[src/rtl/wb_trace_fifo.sv]
`default_nettype none
// wb_trace_fifo: buffers GRF write-back and DM store events from the core and
// replays them in program order as a valid/ready trace stream.
module wb_trace_fifo #(
  parameter int DEPTH = 8,
  parameter int AW    = 3
) (
  input  logic          clk,
  input  logic          reset,
  input  logic          grf_we,
  input  logic [31:0]   grf_pc,
  input  logic [4:0]    grf_addr,
  input  logic [31:0]   grf_wd,
  input  logic          dm_we,
  input  logic [31:0]   dm_pc,
  input  logic [31:0]   dm_addr,
  input  logic [31:0]   dm_wd,
  output logic          out_valid,
  input  logic          out_ready,
  output logic          out_kind,
  output logic [31:0]   out_pc,
  output logic [31:0]   out_addr,
  output logic [31:0]   out_data,
  output logic [AW:0]   count,
  output logic          overflow
);

  localparam int RW = 97;

  logic [RW-1:0] mem_q [DEPTH];
  logic [AW-1:0] wr_ptr_q, wr_ptr_d, rd_ptr_q, rd_ptr_d;
  logic [AW:0]   count_q, count_d, free, remaining;
  logic          overflow_q, overflow_d, out_valid_q, out_valid_d;
  logic [RW-1:0] head_q, head_d, grf_rec, dm_rec, rec0;
  logic          pop, grf_ok, grf_acc, dm_acc, en0, en1;
  logic [1:0]    pushes;

  assign grf_rec = {1'b0, grf_pc, 27'b0, grf_addr, grf_wd};
  assign dm_rec  = {1'b1, dm_pc, dm_addr, dm_wd};

  always_comb begin
    pop       = out_valid_q & out_ready;
    // A same-cycle pop releases its slot before the pushes are considered.
    free      = (AW+1)'(DEPTH) - count_q + {{AW{1'b0}}, pop};
    grf_ok    = grf_we && (grf_addr != 5'd0);
    grf_acc   = grf_ok && (free != '0);
    dm_acc    = dm_we && ((free - {{AW{1'b0}}, grf_acc}) != '0);
    en0       = grf_acc | dm_acc;
    en1       = grf_acc & dm_acc;
    rec0      = grf_acc ? grf_rec : dm_rec;
    pushes    = {1'b0, en0} + {1'b0, en1};
    overflow_d = overflow_q | (grf_ok & ~grf_acc) | (dm_we & ~dm_acc);
    wr_ptr_d  = wr_ptr_q + AW'(pushes);
    rd_ptr_d  = rd_ptr_q + AW'(pop);
    remaining = count_q - {{AW{1'b0}}, pop};
    count_d   = remaining + (AW+1)'(pushes);
    out_valid_d = (count_d != '0);
    head_d    = head_q;
    // When nothing older survives, the new head is the first record pushed now.
    if (count_d != '0) begin
      head_d = (remaining == '0) ? rec0 : mem_q[rd_ptr_d];
    end
  end

  always_ff @(posedge clk) begin
    if (en0) mem_q[wr_ptr_q] <= rec0;
    if (en1) mem_q[wr_ptr_q + AW'(1)] <= dm_rec;
  end

  always_ff @(posedge clk or posedge reset) begin
    if (reset) begin
      wr_ptr_q    <= '0;
      rd_ptr_q    <= '0;
      count_q     <= '0;
      overflow_q  <= 1'b0;
      out_valid_q <= 1'b0;
      head_q      <= '0;
    end else begin
      wr_ptr_q    <= wr_ptr_d;
      rd_ptr_q    <= rd_ptr_d;
      count_q     <= count_d;
      overflow_q  <= overflow_d;
      out_valid_q <= out_valid_d;
      head_q      <= head_d;
    end
  end

  assign out_valid = out_valid_q;
  assign out_kind  = head_q[96];
  assign out_pc    = head_q[95:64];
  assign out_addr  = head_q[63:32];
  assign out_data  = head_q[31:0];
  assign count     = count_q;
  assign overflow  = overflow_q;

endmodule
`default_nettype wire

[config.mk]
export PLATFORM = sky130hd
export DESIGN_NAME = wb_trace_fifo
export DESIGN_NICKNAME = d
export VERILOG_FILES = /design/src/rtl/wb_trace_fifo.sv
export SDC_FILE = /design/constraint.sdc
export NUM_CORES = 2
export LEC_CHECK = 0
export CAP_MARGIN = 15
export CORE_MARGIN = 1.5
export CORE_UTILIZATION = 65
export DETAILED_ROUTE_END_ITERATION = 16
export PLACE_DENSITY_LB_ADDON = 0.3
export SYNTH_ARGS = -nofsm -noshare
export SYNTH_HDL_FRONTEND = slang
export SYNTH_SLANG_ARGS = --single-unit
[constraint.sdc]
create_clock -name clk -period 19.8 [get_ports clk]
set_input_delay 3.96 -clock clk [delete_from_list [all_inputs] [get_ports clk]]
set_output_delay 3.96 -clock clk [all_outputs]
set_load 0.03 [all_outputs]
# Yosys cells after proc, flatten, opt, wreduce, memory -nomap -nowiden
# Memory sizes are Yosys's and may differ from the RTL's.
# Cells that the tools add are included.
totals:
  n_memories: 1
  ramBits: 776
  regBits: 109
  elab_cells: 39
  in_bits: 170
memory_table:
  columns: ["memory", "words", "word_bits", "read_ports", "rd_ports_with_merged_regs", "write_ports", "line_no", "source"]
  rows:
  - ["mem_q", 8, 97, 1, 0, 2, "30", "logic [RW-1:0] mem_q [DEPTH];"]
op_classes:
  mux: 6
  n_reduce_logical: 8
  add_sub_neg: 9
  bitwise_logic: 9
op_table:
  columns: ["cell", "n"]
  rows:
  - ["97-bit 2-to-1 mux", 2]
  - ["4-bit nonzero test", 3]
  - ["4-bit by 1-bit subtractor with 4-bit output", 2]
  - ["5-bit nonzero test", 1]
  - ["4-bit by 1-bit adder with 4-bit output", 1]
  - ["4-bit by 2-bit adder with 4-bit output", 1]
  - ["1-bit AND", 4]
  - ["4-bit logical NOT", 1]
  - ["1-bit 2-to-1 mux", 4]
  - ["4-bit subtractor, first input constant", 1]
  - ["3-bit by 1-bit adder with 3-bit output", 1]
  - ["3-bit by 1-bit adder with 3-bit output, second input constant", 1]
  - ["3-bit by 2-bit adder with 3-bit output", 1]
  - ["1-bit logical AND", 3]
  - ["1-bit bitwise OR", 3]
  - ["1-bit by 1-bit adder with 2-bit output", 1]
  - ["1-bit NOT", 2]

# Depth between registers and ports, before layout
logic_depth:
  depth_word: 11
  ltp_mapped: 21

# Worst setup path after synthesis
# No wires, ideal clock.
synth_timing:
  kind: "input -> register"
  from: "in out_ready"
  to: "mem mem_q[3][0] (enable)"
  cell_stages: 14
  required_ns: 19.117
  arrival_time_ns: 12.795
  n_path_buf: 1
  setup_slack_ns: 6.322
  cell_sequence: "nand2_1 > ha_1 > inv_1 > ha_1 > xor2_1 > and4_4 > nor2_8 > ha_1 > xor2_1 > a31oi_1 > ha_1 > nand2b_1 > clkbuf_1 > o21ai_0"
synth_rtl:
  columns: ["element", "line_no", "source"]
  rows:
  - ["from (decl)", "19", "input logic out_ready,"]
  - ["to (decl)", "30", null]

==> impl_metrics.tcl <==
set metrics [dict create \
    maxSlewHeadroom_pct 13.53 \
    cts_tree "built" \
    endpoint_kind "flip-flop" \
    post_cts_buffers 0 \
    grt_max_degree 102 \
    fin_area_um2 49330 \
    synth_edf_count 768 \
    overflow 0 \
    drv_cap 0 \
    cp.required_ps 20030 \
    yosysUniqueCellTypes 53 \
    crit_fanout 72 \
    die_h_um 261.2 \
    wl_per_cell_um 28.63 \
    area_growth_pct 13.84 \
    met2_usage_pct 60.57 \
    antenna_found_initial 8 \
    port_buffers 272 \
    vias_per_cell 7.075 \
    firstDrtPassIters 10 \
    insertion_delay_ps 650 \
    seq_area_um2 25950 \
    yosys_warnings 0 \
    tightest_slew_ps 1292 \
    synthCells 3428 \
    drtIter0Drc 4845 \
    place_congestion 0.8815 \
    r2r_end "mem_q[7][60]" \
    startpoint_type "input port" \
    status "finished, final reports clean" \
    rows 94 \
    ctsHoldBuffers 0 \
    rrSetupSlack_ps 13130 \
    ys_seq_area_share_pct 59.88 \
    cts_buffer_depth 3 \
    cp-startpoint "out_ready" \
    rsz0062_at_grt "false" \
    finalSetupViolations 0 \
    power_density_nw_per_um2 178.0 \
    start_util_pct 65.79 \
    synth_seq_cells 885 \
    period_needed_ps 10050 \
    die-area_um2 68230 \
    clock_skew_ps 39.39 \
    n_fill_cell 3863 \
    finalCritPeriodShare_pct 50.75 \
    path_class "input port to flip-flop" \
    p_leak_nw 16.56 \
    hpwl_mm 67.18 \
    ys.flop_type "edfxtp_1" \
    pre_cts_ws_ps 9478 \
    met1_usage_pct 47.89 \
    grt_pass1_wl_mm 189.7 \
    arrival_ps 10280 \
    syn-cell-area_um2 43330 \
    whs_ps 448.9 \
    async_flop_share_pct 12.32 \
    use_met3_pct 8.904 \
    grt_pass1_vias 32367 \
    die_w_um 261.2 \
    antenna_left 0 \
    final_layout_size_suffix_gt1_share_pct 14.58 \
    cp-endpoint "mem_q[7][60]" \
    wl_mm 127.3 \
    busiest_layer "met2" \
    core_area_um2 65860 \
    worstReg2RegStart "out_valid" \
    boundaryPins 273 \
    cts_made_buffers 90 \
    via_count 31470 \
    reg2reg_depth 17 \
    vdd_ir_drop_max_mv 0.1471 \
    syn_nets 3614 \
    layout_commonest_cell "edfxtp_1" \
    finalWorstSetupSlack_ps 9751 \
    syn_avg_cell_area_um2 12.64 \
    root_buffer "clkbuf_16" \
    finalHoldViolCount 0 \
    drc_errors 0 \
    fin_setup_tns_ps 0 \
    multiInputGateArea_um2 16110 \
    track_usage_pct 37.51 \
    hold_class "flip-flop to flip-flop" \
    cts_num_sinks 885 \
    placed_area_um2 46340 \
    power.total_mw 8.783 \
    htree_levels 3 \
    layout_common_cells "edfxtp_1, nand2_1, o21ai_0" \
    max_freq_mhz 99.51 \
    drv_slew 0 \
    cts.clk_slew.worst_paths_ps 60 \
    post_cts_resized 0 \
    fin_nets 3691 \
]
[worst max-delay path: stages]
cell	delay, ps
clkdlybuf4s50_1	610
nand2_1	120
ha_1	220
inv_1	60
ha_1	170
xor2_1	310
and4_4	330
nor2_8	80
ha_1	250
xor2_1	190
a31oi_1	390
inv_1	100
ha_1	230
nor2b_1	470
nand3_4	930
o21ai_4	270
buf_4	480
buf_4	1010
[flip-flops by register name (all words and copies together) (netlist names)]
| name | count |
|---|---|
| head_q | 97 |
| mem_q | 776 |
| count | 4 |
| rd_ptr_q | 3 |
| wr_ptr_q | 3 |
| overflow | 1 |
| out_valid | 1 |
[metal layers]
metal  vias up  share of wire, %
met5         -             0.053
met4         8               5.0
met3       530                14
met2      2691                48
met1     15285                33
li1      12956                 -
[final cells by class]
| class | instances | area share, % |
|---|---|---|
| diodes | 4 | 0.02029 |
| clock buffers | 129 | 5.258 |
| clock inverters | 38 | 0.7837 |
| inverters | 21 | 0.1902 |
| multi-input cells | 2186 | 32.66 |
| flip-flops and latches | 885 | 52.60 |
| well taps | 864 | 2.191 |
| repair buffers | 321 | 6.290 |
[stage by stage]
stage / std cells / util, %
floorplan: 3428 / -
global placement: 4277 / 70.36
CTS: 4444 / 74.88
detailed placement: 4277 / 70.36
finish: 4448 / 74.90
global route: 4447 / 74.90
[worst min-delay path by stage]
stage / startpoint / endpoint / slack, ps / cells past startpoint
6_report: mem_q[5][96] / mem_q[5][96] / 450 / 2
5_1_grt: mem_q[7][96] / mem_q[7][96] / 470 / 1
4_1_cts: mem_q[1][96] / mem_q[1][96] / 450 / 2
3_5_place_dp: mem_q[1][96] / mem_q[1][96] / 440 / 2
3_3_place_gp: mem_q[1][96] / mem_q[1][96] / 430 / 2
2_1_floorplan: mem_q[4][96] / mem_q[4][96] / 420 / 2
[cell families after synthesis]
family	count (synthesis)	synth area share, %
XOR/XNOR	10	0.2368
buffers and inverters	357	3.499
adder cells (fa/ha/maj)	16	0.4966
multiplexers	249	11.43
AO/OA/AOI/OAI	881	13.07
flip-flops	885	59.88
AND/OR/NAND/NOR	1030	11.38
[power by group]
part | switching, mW | internal [mW]
Sequential | 0.203 | 2.81
Clock | 0.721 | 1.00
Combinational | 2.57 | 1.48
[Yosys cell counts, drive strengths merged, types with 28 or more instances]
| cell | n | share of area (%) |
|---|---|---|
| edfxtp | 768 | 53 |
| nand2 | 571 | 4.9 |
| o21ai | 559 | 6.5 |
| clkbuf | 275 | 2.4 |
| mux4 | 194 | 10 |
| nor2b | 180 | 2.6 |
| a211oi | 138 | 2.4 |
| and2 | 110 | 1.6 |
| dfrtp | 109 | 6.3 |
| a21oi | 76 | 2.3 |
| nand3 | 73 | 0.84 |
| and3 | 70 | 1.0 |
| o31ai | 70 | 1.2 |
| buf | 61 | 0.90 |
| mux2 | 28 | 0.73 |
Note: power is estimated with default switching activity, not from simulation.
